--- src/rtl/defunnel_gather_param.sv ---
// ---------------------------------------------------------------------------
// defunnel_gather_param
//
// Lane-gathering defunnel. Each handshake packs k = 1, 2, 4 ... T_LANES narrow
// input lanes into consecutive slots of a SLOTS-wide output word. A full word
// is presented on a single req/ack initiator port. When the consumer acks a
// full word, a beat can be accepted in the same cycle to refill slots 0..k-1,
// so a steady stream of producers sees no bubble between words.
//
// The lane count k comes from the mode input. The mode is latched only at the
// start of a word (nothing valid and pointer at slot 0), so the whole word is
// gathered with one lane count even if mode changes part way through.
//
// Optional feature, enabled by defining DEFUNNEL_FLUSH_EN:
//   adds a 'flush' input. A flush with a partial word pending presents that
//   partial word (i_mask shows which slots are valid), blocks further accepts
//   until it is acked, and then restarts gathering at slot 0.
// Without the macro there is no flush port and i_req only ever rises on a
// completely full word.
// ---------------------------------------------------------------------------
module defunnel_gather_param #(
    parameter int T_LANES = 4,
    parameter int SLOTS   = 8,
    parameter int DW      = 32,
    parameter int MW      = 3
) (
    input  logic                    clk,
    input  logic                    reset_n,
    input  logic [T_LANES-1:0]      t_req,
    output logic [T_LANES-1:0]      t_ack,
    input  logic [T_LANES*DW-1:0]   t_data,
    input  logic [MW-1:0]           mode,
    output logic                    i_req,
    input  logic                    i_ack,
    output logic [SLOTS*DW-1:0]     i_data,
    output logic [SLOTS-1:0]        i_mask
`ifdef DEFUNNEL_FLUSH_EN
    ,
    input  logic                    flush
`endif
);

    // Pointer width; a single-slot build still gets a 1-bit pointer that is
    // masked down to zero so no zero-width vectors appear.
    localparam int PW = (SLOTS > 1) ? $clog2(SLOTS) : 1;
    localparam int KW = PW + 1;
    localparam logic [PW-1:0] PTR_MASK = PW'(SLOTS - 1);

    // Word state
    logic [PW-1:0]      ptr_q;
    logic [PW-1:0]      ptr_d;
    logic [SLOTS-1:0]   valid_q;
    logic [SLOTS-1:0]   valid_d;
    logic [DW-1:0]      slot_q [SLOTS];
    logic [DW-1:0]      slot_d [SLOTS];
    logic [MW-1:0]      mode_q;
    logic [MW-1:0]      mode_d;

    // Decoded controls
    logic [KW-1:0]      kLanes;
    logic [T_LANES-1:0] laneMask;
    logic [KW-1:0]      ptrSum;
    logic [SLOTS-1:0]   slotSet;
    logic               modeActive;
    logic               full;
    logic               space;
    logic               drain;
    logic               accept;
    logic               wordStart;
    logic               flushPend;
    logic               flushDrain;

    // Decode lanes-per-beat from the latched mode: the lowest set bit wins,
    // so the loop runs high-to-low and the last hit is the one that sticks.
    always_comb begin
        kLanes = '0;
        for (int i = MW - 1; i >= 0; i--) begin
            if (mode_q[i]) begin
                kLanes = KW'(1 << i);
            end
        end
    end

    // Lanes 0..k-1 take part in a beat; higher lanes are acked but ignored.
    always_comb begin
        laneMask = '0;
        for (int j = 0; j < T_LANES; j++) begin
            laneMask[j] = (KW'(j) < kLanes);
        end
    end

    assign modeActive = |mode_q;
    assign full       = &valid_q;
    assign i_req      = full | flushPend;
    assign drain      = i_req & i_ack;
    // A full word frees its slots in the same cycle it is acked.
    assign space      = ~full | i_ack;
    assign accept     = modeActive & ((t_req & laneMask) == laneMask) & space & ~flushPend;
    assign wordStart  = (valid_q == '0) && (ptr_q == '0);
    assign flushDrain = drain & flushPend;

    // Steer lane j of an accepted beat into slot ptr+j and flag the slot as
    // newly written so it survives a same-cycle drain.
    always_comb begin
        slotSet = '0;
        for (int s = 0; s < SLOTS; s++) begin
            slot_d[s] = slot_q[s];
            for (int j = 0; j < T_LANES; j++) begin
                if (accept && laneMask[j] &&
                    (((ptr_q + PW'(j)) & PTR_MASK) == PW'(s))) begin
                    slot_d[s]  = t_data[j*DW +: DW];
                    slotSet[s] = 1'b1;
                end
            end
        end
    end

    // Next pointer, valid mask and latched mode. Set wins over the drain
    // clear so the refill beat lands in the fresh word.
    always_comb begin
        ptrSum = {1'b0, ptr_q} + kLanes;
        ptr_d  = ptr_q;
        if (flushDrain) begin
            ptr_d = '0;
        end
        if (accept) begin
            ptr_d = ptrSum[PW-1:0] & PTR_MASK;
        end
        valid_d = (drain ? '0 : valid_q) | slotSet;
        mode_d  = wordStart ? mode : mode_q;
    end

`ifdef DEFUNNEL_FLUSH_EN
    logic flushPend_q;
    logic flushPend_d;

    // Flush of a partial word arms the pending flag; the ack that consumes
    // the partial word clears it. A full word already drains normally.
    always_comb begin
        flushPend_d = flushPend_q;
        if (drain) begin
            flushPend_d = 1'b0;
        end else if (flush && (|valid_q) && !full) begin
            flushPend_d = 1'b1;
        end
    end

    // Pending-flush register.
    always_ff @(posedge clk or negedge reset_n) begin
        if (!reset_n) begin
            flushPend_q <= 1'b0;
        end else begin
            flushPend_q <= flushPend_d;
        end
    end

    assign flushPend = flushPend_q;
`else
    assign flushPend = 1'b0;
`endif

    // Word state registers; reset discards any partial word.
    always_ff @(posedge clk or negedge reset_n) begin
        if (!reset_n) begin
            ptr_q   <= '0;
            valid_q <= '0;
            mode_q  <= '0;
            for (int s = 0; s < SLOTS; s++) begin
                slot_q[s] <= '0;
            end
        end else begin
            ptr_q   <= ptr_d;
            valid_q <= valid_d;
            mode_q  <= mode_d;
            for (int s = 0; s < SLOTS; s++) begin
                slot_q[s] <= slot_d[s];
            end
        end
    end

    // Flatten the slot registers onto the output word.
    always_comb begin
        for (int s = 0; s < SLOTS; s++) begin
            i_data[s*DW +: DW] = slot_q[s];
        end
    end

    assign i_mask = valid_q;
    assign t_ack  = {T_LANES{accept}};

endmodule

--- config.mk ---
export PLATFORM = sky130hd
export DESIGN_NAME = defunnel_gather_param
export DESIGN_NICKNAME = d
export VERILOG_FILES = /design/src/rtl/defunnel_gather_param.sv
export SDC_FILE = /design/constraint.sdc
export NUM_CORES = 1
export LEC_CHECK = 0
export CAP_MARGIN = 20
export CORE_MARGIN = 10
export CORE_UTILIZATION = 25
export DETAILED_ROUTE_END_ITERATION = 7
export MAX_ROUTING_LAYER = met4
export PLACE_DENSITY = 0.54
export SYNTH_ARGS = -nofsm -noshare
export SYNTH_HDL_FRONTEND = slang
export SYNTH_SLANG_ARGS = --single-unit
export TNS_END_PERCENT = 100
--- constraint.sdc ---
create_clock -name clk -period 9.71 [get_ports clk]
set_clock_uncertainty 0.2 [all_clocks]
set_input_delay 1.4565 -clock clk [delete_from_list [all_inputs] [get_ports clk]]
set_output_delay 1.4565 -clock clk [all_outputs]
set_load 0.05 [all_outputs]
==> results of run 1 <==
==> routing by layer <==
metal  share of wire (%)  routed length (microns)
met1                  40                    41560
met2                  45                    47520
met3                  11                    11050
met4                 4.5                     4673
met5                   0                        0
==> flip-flops by register name (all words and copies together) (netlist names) <==
register / flops
ptr_q: 3
mode_q: 3
i_data: 256
i_mask: 8
==> per-stage QoR <==
step | hold slack [ns] | area [sq um] | std cells
finish | 0.2804 | 24520 | 3412
global route | 0.2997 | 24520 | 3412
CTS | 0.2822 | 24450 | 3405
detailed placement | 0.2666 | 23290 | 3340
global placement | 0.2655 | 23240 | 3338
floorplan | 0.3703 | 18450 | 2191
==> power by group through the flow <==
| stage | sequential [uW] | combinational [uW] | clock, uW |
|---|---|---|---|
| after global placement | 2130 | 5170 | 0 |
| after global routing | 2180 | 5450 | 1420 |
| after detailed placement | 2130 | 5210 | 0 |
| final | 2120 | 5240 | 1350 |
| after floorplan | 3780 | 1440 | 0 |
| after CTS | 2120 | 5230 | 1380 |
==> worst max-delay path: stages <==
cell and delay, ns:
sky130_fd_sc_hd__clkdlybuf4s50_1 0.43, sky130_fd_sc_hd__a311o_2 0.41, sky130_fd_sc_hd__o31ai_4 0.07, sky130_fd_sc_hd__buf_4 0.54, sky130_fd_sc_hd__or2_1 0.58, sky130_fd_sc_hd__clkinv_2 0.30
sky130_fd_sc_hd__clkdlybuf4s50_1 0.79
==> cells by family after synthesis <==
family                     count (synthesis)  share of synthesized area (%)
buffers and inverters                    341                          7.678
AOI/OAI and AO/OA                        787                          29.34
adders and majority gates                  4                         0.3120
xor gates and xnor gates                   2                        0.09498
muxes                                    206                          11.63
and+or+nand+nor                          581                          14.32
DFF                                      270                          36.63
==> cell type report <==
type / instances / area, sq um / share of cell area (%)
clock inverter: 10 / 87.58 / 0.3572
inverter: 70 / 265.3 / 1.082
sequential: 270 / 6761 / 27.58
clock buffer: 55 / 1074 / 4.378
multi-input combinational: 1580 / 10530 / 42.95
timing repair buffer: 463 / 4589 / 18.72
tap: 959 / 1200 / 4.894
antenna: 5 / 12.51 / 0.05103
==> worst min-delay path by stage <==
stage                    start    endpoint  slack [ns]  depth (start not counted)
floorplan            mode_q[2]   mode_q[2]        0.37                          1
global placement    i_data[34]  i_data[34]        0.27                          1
detailed placement  i_data[58]  i_data[58]        0.27                          1
CTS                 i_data[60]  i_data[60]        0.28                          1
global route        i_data[43]  i_data[43]        0.30                          1
finish              i_data[58]  i_data[58]        0.28                          1
==> synth_stat cells (32+ instances only) <==
library cell                count
sky130_fd_sc_hd__dfrtp_1      270
sky130_fd_sc_hd__nand2_1      227
sky130_fd_sc_hd__clkbuf_1     192
sky130_fd_sc_hd__nor2_1       180
sky130_fd_sc_hd__mux2i_1      140
sky130_fd_sc_hd__o21ai_0      139
sky130_fd_sc_hd__a31oi_1      129
sky130_fd_sc_hd__a21oi_1      115
sky130_fd_sc_hd__inv_1         67
sky130_fd_sc_hd__o2bb2ai_1     63
sky130_fd_sc_hd__buf_2         60
sky130_fd_sc_hd__a22oi_1       44
sky130_fd_sc_hd__nand3_1       42
sky130_fd_sc_hd__o22ai_1       41
sky130_fd_sc_hd__mux2_2        39
sky130_fd_sc_hd__nor4_1        38
sky130_fd_sc_hd__nand4_1       35
sky130_fd_sc_hd__or3_1         35
sky130_fd_sc_hd__a211oi_1      32
sky130_fd_sc_hd__a311o_1       32
sky130_fd_sc_hd__a32oi_1       32
sky130_fd_sc_hd__o211ai_1      32
sky130_fd_sc_hd__o22a_1        32
sky130_fd_sc_hd__o31ai_1       32
==> results.md, run 1 <==
- Ranked by total cell area, the synthesized netlist is headed by sky130_fd_sc_hd__dfrtp_1, sky130_fd_sc_hd__mux2i_1, sky130_fd_sc_hd__nand2_1, sky130_fd_sc_hd__a31oi_1, sky130_fd_sc_hd__clkbuf_1.
- The number of violations of the max-capacitance limit is 0.
- At the pin with the least slew margin, the transition time is 1.230 ns.
- The setup TNS is 0 ns.
- The sum of net half-perimeters after detailed placement is 67,600 microns.
- The share of total power in the clock network is 15.5%.
- The final-report setup violation count is 0.
- Entering global routing, the biggest net connects 136 pins.
- Hold repair after CTS inserted 0 buffers.
- Clock-pin slew was measured on the worst setup and hold paths at 0.06 ns.
- After synthesis, the netlist uses 66 different library cells.
- The data arrival time of the critical path is 4.61 ns.
- Wires add up to 104,800 microns.
- 407 I/O pins were placed.
- The final period utilization is 64.50%.
- For this run, the post-layout net count is 2,563.
- For this run, asynchronously set or reset flops after synthesis account for 100.0%.
- The largest fanout of any net on the critical path is 41.
- Measured on the finished design, the core utilization comes to 33.55%.
- Yosys mapped a number of flops with a built-in enable equal to 0.
- Combinational cells account for 60.1% of the total power.
- The global-route met1 utilization is 29.57%.
- The startpoint-to-endpoint class of the critical path is in -> out.
- The total internal power is 4073 uW.
- The post-route netlist has 8.538% of its cells at a drive strength greater than 1.
- The global placement routability congestion is 0.8355.
- The class of the tightest hold or removal check is reg -> reg.
- The met2 track utilization from global routing is 37.31%.
- The first-pass detailed-route iteration total is 8.
- The count of clock tree sinks is 270.
- In this run switching power makes up 53.28% of total power.
- The Yosys step of the flow raised 0 warnings.
- The number of core rows is 99.
- The critical path launch point is t_req[3].
- The leakage dissipation is 0.009055 uW.
- The total global routing track utilization is 24.11%.
- The number of gates resized after cts is 0.
- The initial antenna violation count came to 6.
- The flip-flop and latch count after synthesis is 270.
- Counting I/O delays and the setup requirement, the final critical path takes 6.263 ns.
- The number of buffers inserted to repair setup after CTS is 0.
- Of all cell types, the one taking the most synthesized area is sky130_fd_sc_hd__dfrtp_1.
- The top cell types in the final layout, fill and taps aside, are sky130_fd_sc_hd__clkdlybuf4s50_1, sky130_fd_sc_hd__dfrtp_1, sky130_fd_sc_hd__nand2_1, sky130_fd_sc_hd__nor2_1, sky130_fd_sc_hd__mux2i_1.
- The die boundary height is 291.6 microns.
- The share of the Yosys chip area taken by registers is 36.63%.
- IR analysis of the VDD net gives a maximum drop of 0.2020 mV.
- Buffers inserted during clock tree synthesis total 36.
- The initial core utilization is 25.24%.
- The residual DRC count is 0.
- The die is 291.6 microns wide.
- The setup slack of the critical path after layout is 3.447 ns.
- The sequential power share is 24.4%.
- Summing over every cut layer, the via total after detailed routing is 20,580.
- The number of DRC markers in iteration 0 is 2,596.
- The synthesis-to-layout area growth is 32.92%.
- The share of the synthesized area in the top cell type is 36.63%.
- The number of nets handed over by synthesis was 2,333.
- The most frequent standard cell in the layout excluding fill and tap cells is sky130_fd_sc_hd__clkdlybuf4s50_1.
- The most critical setup path has its endpoint at t_ack[3].
- The routing usage on met3 is 5.995%.
- CTS placed an instance of sky130_fd_sc_hd__clkbuf_16 at the clock tree root.
- The mean cell area of the mapped netlist is 8.419 sq um.
- STA classifies the critical path endpoint as a primary output.
- The CTS tree is done.
- The first global-routing pass estimated 149,800 microns of wire.
- The antenna violation net count after detailed routing is 0.
- CTS built an H-tree with a depth of 2.
- The max-slew violation total from the final report is 0.
- The startpoint identified for the worst register-to-register timing path is ptr_q[0].
- The data required time of the worst path is 8.05 ns.
- In this run the power density over the cells is 355.6 mW/mm^2.
- Counting cells, the worst reg-to-reg path comes to 10.
- The run finished with clean final reports.
- The analysis attributes to net switching a power of 4645 uW.
- The number of standard cells after synthesis is 2,191.
- The number of inserted filler cells in the final layout is 7,551.
- The post-synthesis cell area is 0.01845 sq mm.
- The post-layout total power is 8718 uW.
- The worst slack at placement is 3.489 ns.
- The floorplan die area is 0.08505 sq mm.
- Dividing the detail-routed wire length by the instance count gives 30.72 microns.
- STA classifies the critical path startpoint as an input port.
- The worst slew margin relative to its limit is 18.02%.
- The number of buffers on the longest clock path is 3.
- The count of endpoints failing hold in the final timing report is 0.
- The worst register-to-register path ends at i_data[163].
- Across all register-to-register paths, the minimum setup slack is 4.48 ns.
- Setup repair after global routing left no endpoint under its margin.
- After detailed routing, the number of vias per cell comes to 6.031.
- The clock latency of the later-clocked register in the worst-skew pair is 0.55 ns.
- During placement, the flow inserted port buffers numbering 406.
- The core area is 0.07308 sq mm.
- For this run, the leading register cell type out of synthesis is sky130_fd_sc_hd__dfrtp_1.
- The total congestion overflow after global routing is 0.
- The number of global-route vias before repair was 20,470.
- The fmax is 159.7 MHz.
- The global-route layer with the greatest usage is met2.
(Power assumes the default switching activity.)
==> run 2, diff against run 1 <==
==> constraint.sdc (replaced) <==
create_clock -name clk -period 6.4 [get_ports clk]
set_clock_uncertainty 0.2 [all_clocks]
set_input_delay 0.96 -clock clk [delete_from_list [all_inputs] [get_ports clk]]
set_output_delay 0.96 -clock clk [all_outputs]
set_load 0.05 [all_outputs]
==> run 2 against run 1 <==
Compared with the run above: routed wire length up 1.0%; register-to-register slack got worse by 3.2 ns; die area unchanged; utilization increased by 0.055 points; critical path type is now reg -> reg; critical endpoint is now i_data[80].
==> results.md, run 2 (synthesis gave the netlist of run 1 again) <==
- The slew of the pin with the lowest slew margin is 1.167 ns (-0.06227 ns).
- TritonCTS built the clock tree.
- The final-report setup violation count is 0 (unchanged).
- The first-pass GRT wire length came to 151,600 microns (+1.1%).
- The worst voltage drop across the vdd grid is 0.2962 mV (+47%).
- The total global routing track utilization is 24.30% (+0.19 points).
- The deepest level of the CTS H-tree came to 2 (unchanged).
- The number of inserted filler cells in the final layout is 7,507 (-0.58%).
- The residual DRC count is 0 (unchanged).
- Setup repair after global routing left no endpoint under its margin.
- The routed design could run at a clock period as short as 5.089 ns.
- The number of DRC markers in iteration 0 is 2,657 (+2.3%).
- The fraction of final layout cells sized beyond drive strength 1 is 8.619% (+0.082 points).
- The leakage dissipation was 0.009088 uW (+0.36%).
- The clock root buffer is sky130_fd_sc_hd__clkbuf_16.
- The sum of net half-perimeters after detailed placement is 69,800 microns (+3.3%).
- The worst slew margin relative to its limit is 22.17% (+4.2 points).
- The synthesis-to-layout area growth is 33.14%.
- The total congestion overflow after global routing was 0 (unchanged).
- The flow ran to the end, and the final reports show no timing, DRC or antenna violations.
- The data arrival time of the critical path came to 5.36 ns (+0.75 ns).
- The number of gates resized after cts is 0 (unchanged).
- The startpoint-to-endpoint class of the critical path is reg -> reg.
- The die boundary height is 291.6 microns (unchanged).
- The count of endpoints failing hold in the final timing report is 0 (unchanged).
- The clock latency of the later-clocked register in the worst-skew pair was 0.56 ns (about the same).
- The floorplan die area is 0.08505 sq mm (unchanged).
- The initial antenna violation count came to 5 (-1).
- The largest fanout of any net on the critical path is 38 (-7.3%).
- The number of core rows is 99 (unchanged).
- The data required time of the worst path is 6.67 ns (-1.38 ns).
- The summed area of non-filler cells in the final layout is 0.02456 sq mm (+0.16%).
- Leaving out fill and tap cells, the most frequent cell in the layout is sky130_fd_sc_hd__clkdlybuf4s50_1.
- The first-pass detailed-route iteration total is 8 (unchanged).
- The length in cells of the worst reg-to-reg path came to 8 (-2).
- The global placement routability congestion is 0.8891 (+6.4%).
- The worst slack at placement is 1.408 ns (-2.081 ns).
- The worst register-to-register path ends at i_data[80].
- The worst flop-to-flop path startpoint is ptr_q[2].
- The power density relative to cell area is 545.8 mW/mm^2 (+54%).
- For this run, the top clock speed supported by timing is 196.5 MHz.
- The number of buffers on the longest clock path is 3 (unchanged).
- The path class of the tightest hold or removal check is reg -> reg.
- The count of buffers from port buffering is 406 (unchanged).
- The worst hold slack across all endpoints is 0.2839 ns (+0.003447 ns).
- The core area was 0.07308 sq mm (unchanged).
- The start point of the worst min-delay path is i_data[57].
- The number of global-route vias before repair is 20,500 (+0.13%).
- The number of buffers inserted to repair setup after CTS is 0 (unchanged).
- The worst setup path is captured at a flip-flop.
- The per-cell routed wire length is 31.03 microns (+1.0%).
- The hold-critical path depth is 1 (unchanged).
- The area after detailed placement is 0.02329 sq mm (unchanged).
- The floorplan die width is 291.6 microns (unchanged).
- Of the available clock period, the critical path in the final layout requires 79.52%.
- The flip-flop count of the largest register after layout is 256 (unchanged).
- The total wirelength of the detailed-routed design is 105,900 microns (+1.0%).
- The via density per instance was 6.026 (about the same).
- The number of nets in the layout was 2,563 (unchanged).
- The max-slew violation total from the final report is 0 (unchanged).
- The setup TNS came to 0 ns (unchanged).
- The initial core utilization is 25.24% (unchanged).
- The number of violations of the max-capacitance limit is 0 (unchanged).
- The setup slack of the critical path after layout is 1.311 ns (-2.137 ns).
- The largest net degree at the start of global routing is 117 (-14%).
- The post-cts hold buffer count is 0 (unchanged).
- The via count of the routed design is 20,560 (-0.087%).
- In the layout the commonest cells are sky130_fd_sc_hd__clkdlybuf4s50_1, sky130_fd_sc_hd__dfrtp_1, sky130_fd_sc_hd__nand2_1, sky130_fd_sc_hd__nor2_1, sky130_fd_sc_hd__mux2i_1.
- The worst hold path endpoint is i_data[57].
- The antenna violation net count after detailed routing was 0 (unchanged).
- STA classifies the critical path startpoint as a flip-flop.
- The flop-to-flop setup slack is 1.31 ns (-3.17 ns).
- The count of boundary I/O pins is 407 (unchanged).
- The CTS clock-pin slew for the worst setup and hold paths came to 0.07 ns (about the same).
- The number of buffers inserted during clock tree synthesis is 36 (unchanged).
- The count of clock tree sinks came to 270 (unchanged).
run 2: changes by cell type in the layout (fill, tap and decap cells not counted), sizes merged:
cell	before	now
inv	69	67
clkbuf	55	54
bufinv	1	3
clkinvlp	2	0
clkinv	8	11
run 2: per-stage QoR:
| step | instances | util, % | total power, uW |
|---|---|---|---|
| after CTS | 3406 | 33.56 | 13390 |
| after detailed placement | 3341 | 31.87 | 11160 |
| final | 3412 | 33.61 | 13400 |
| after global placement | 3340 | 31.85 | 11110 |
| after floorplan | 2191 | - | 7927 |
| after global routing | 3412 | 33.61 | 13880 |
run 2: how the worst max path moves through the flow:
stage                  start          end  cells after the start
finish              ptr_q[2]   i_data[80]                      8
global route        ptr_q[2]   i_data[80]                      8
CTS                 ptr_q[2]   i_data[80]                      8
detailed placement  t_req[0]   i_data[26]                      8
global placement    t_req[0]   i_data[26]                      8
floorplan           ptr_q[0]  i_data[196]                     12
run 2: where the power goes:
group	switching [uW]	leakage, uW	total [uW]	internal (uW)
Clock	879	0.000612	2180	1300
Sequential	715	0.00317	3240	2520
Combinational	5530	0.00531	7990	2450
run 2: critical path, cell delays in order (launching register included):
cell and delay [ns]:
sky130_fd_sc_hd__dfrtp_1 0.82, sky130_fd_sc_hd__clkinv_1 0.50, sky130_fd_sc_hd__ha_1 0.55, sky130_fd_sc_hd__nand2_1 0.29, sky130_fd_sc_hd__or4_2 1.19, sky130_fd_sc_hd__o311ai_4 0.56, sky130_fd_sc_hd__buf_4 0.59, sky130_fd_sc_hd__nor2_1 0.09
sky130_fd_sc_hd__a31oi_1 0.18
run 2: cell type report:
| cell class | count | area [sq um] | area share, % |
|---|---|---|---|
| clock inverter | 11 | 145.1 | 0.5910 |
| antenna | 5 | 12.51 | 0.05095 |
| inverter | 70 | 265.3 | 1.080 |
| multi-input combinational | 1580 | 10530 | 42.88 |
| tap | 959 | 1200 | 4.886 |
| timing repair buffer | 463 | 4554 | 18.54 |
| sequential | 270 | 6761 | 27.53 |
| clock buffer | 54 | 1091 | 4.442 |
run 2: layer usage:
metal / vias up / part of all wire [%] / track usage [%]
li1: 8663 / - / -
met1: 10120 / 40 / 29.70
met2: 1489 / 45 / 37.30
met3: 292 / 11 / 6.792
met4: 0 / 4.5 / 10.17
met5: - / 0 / -
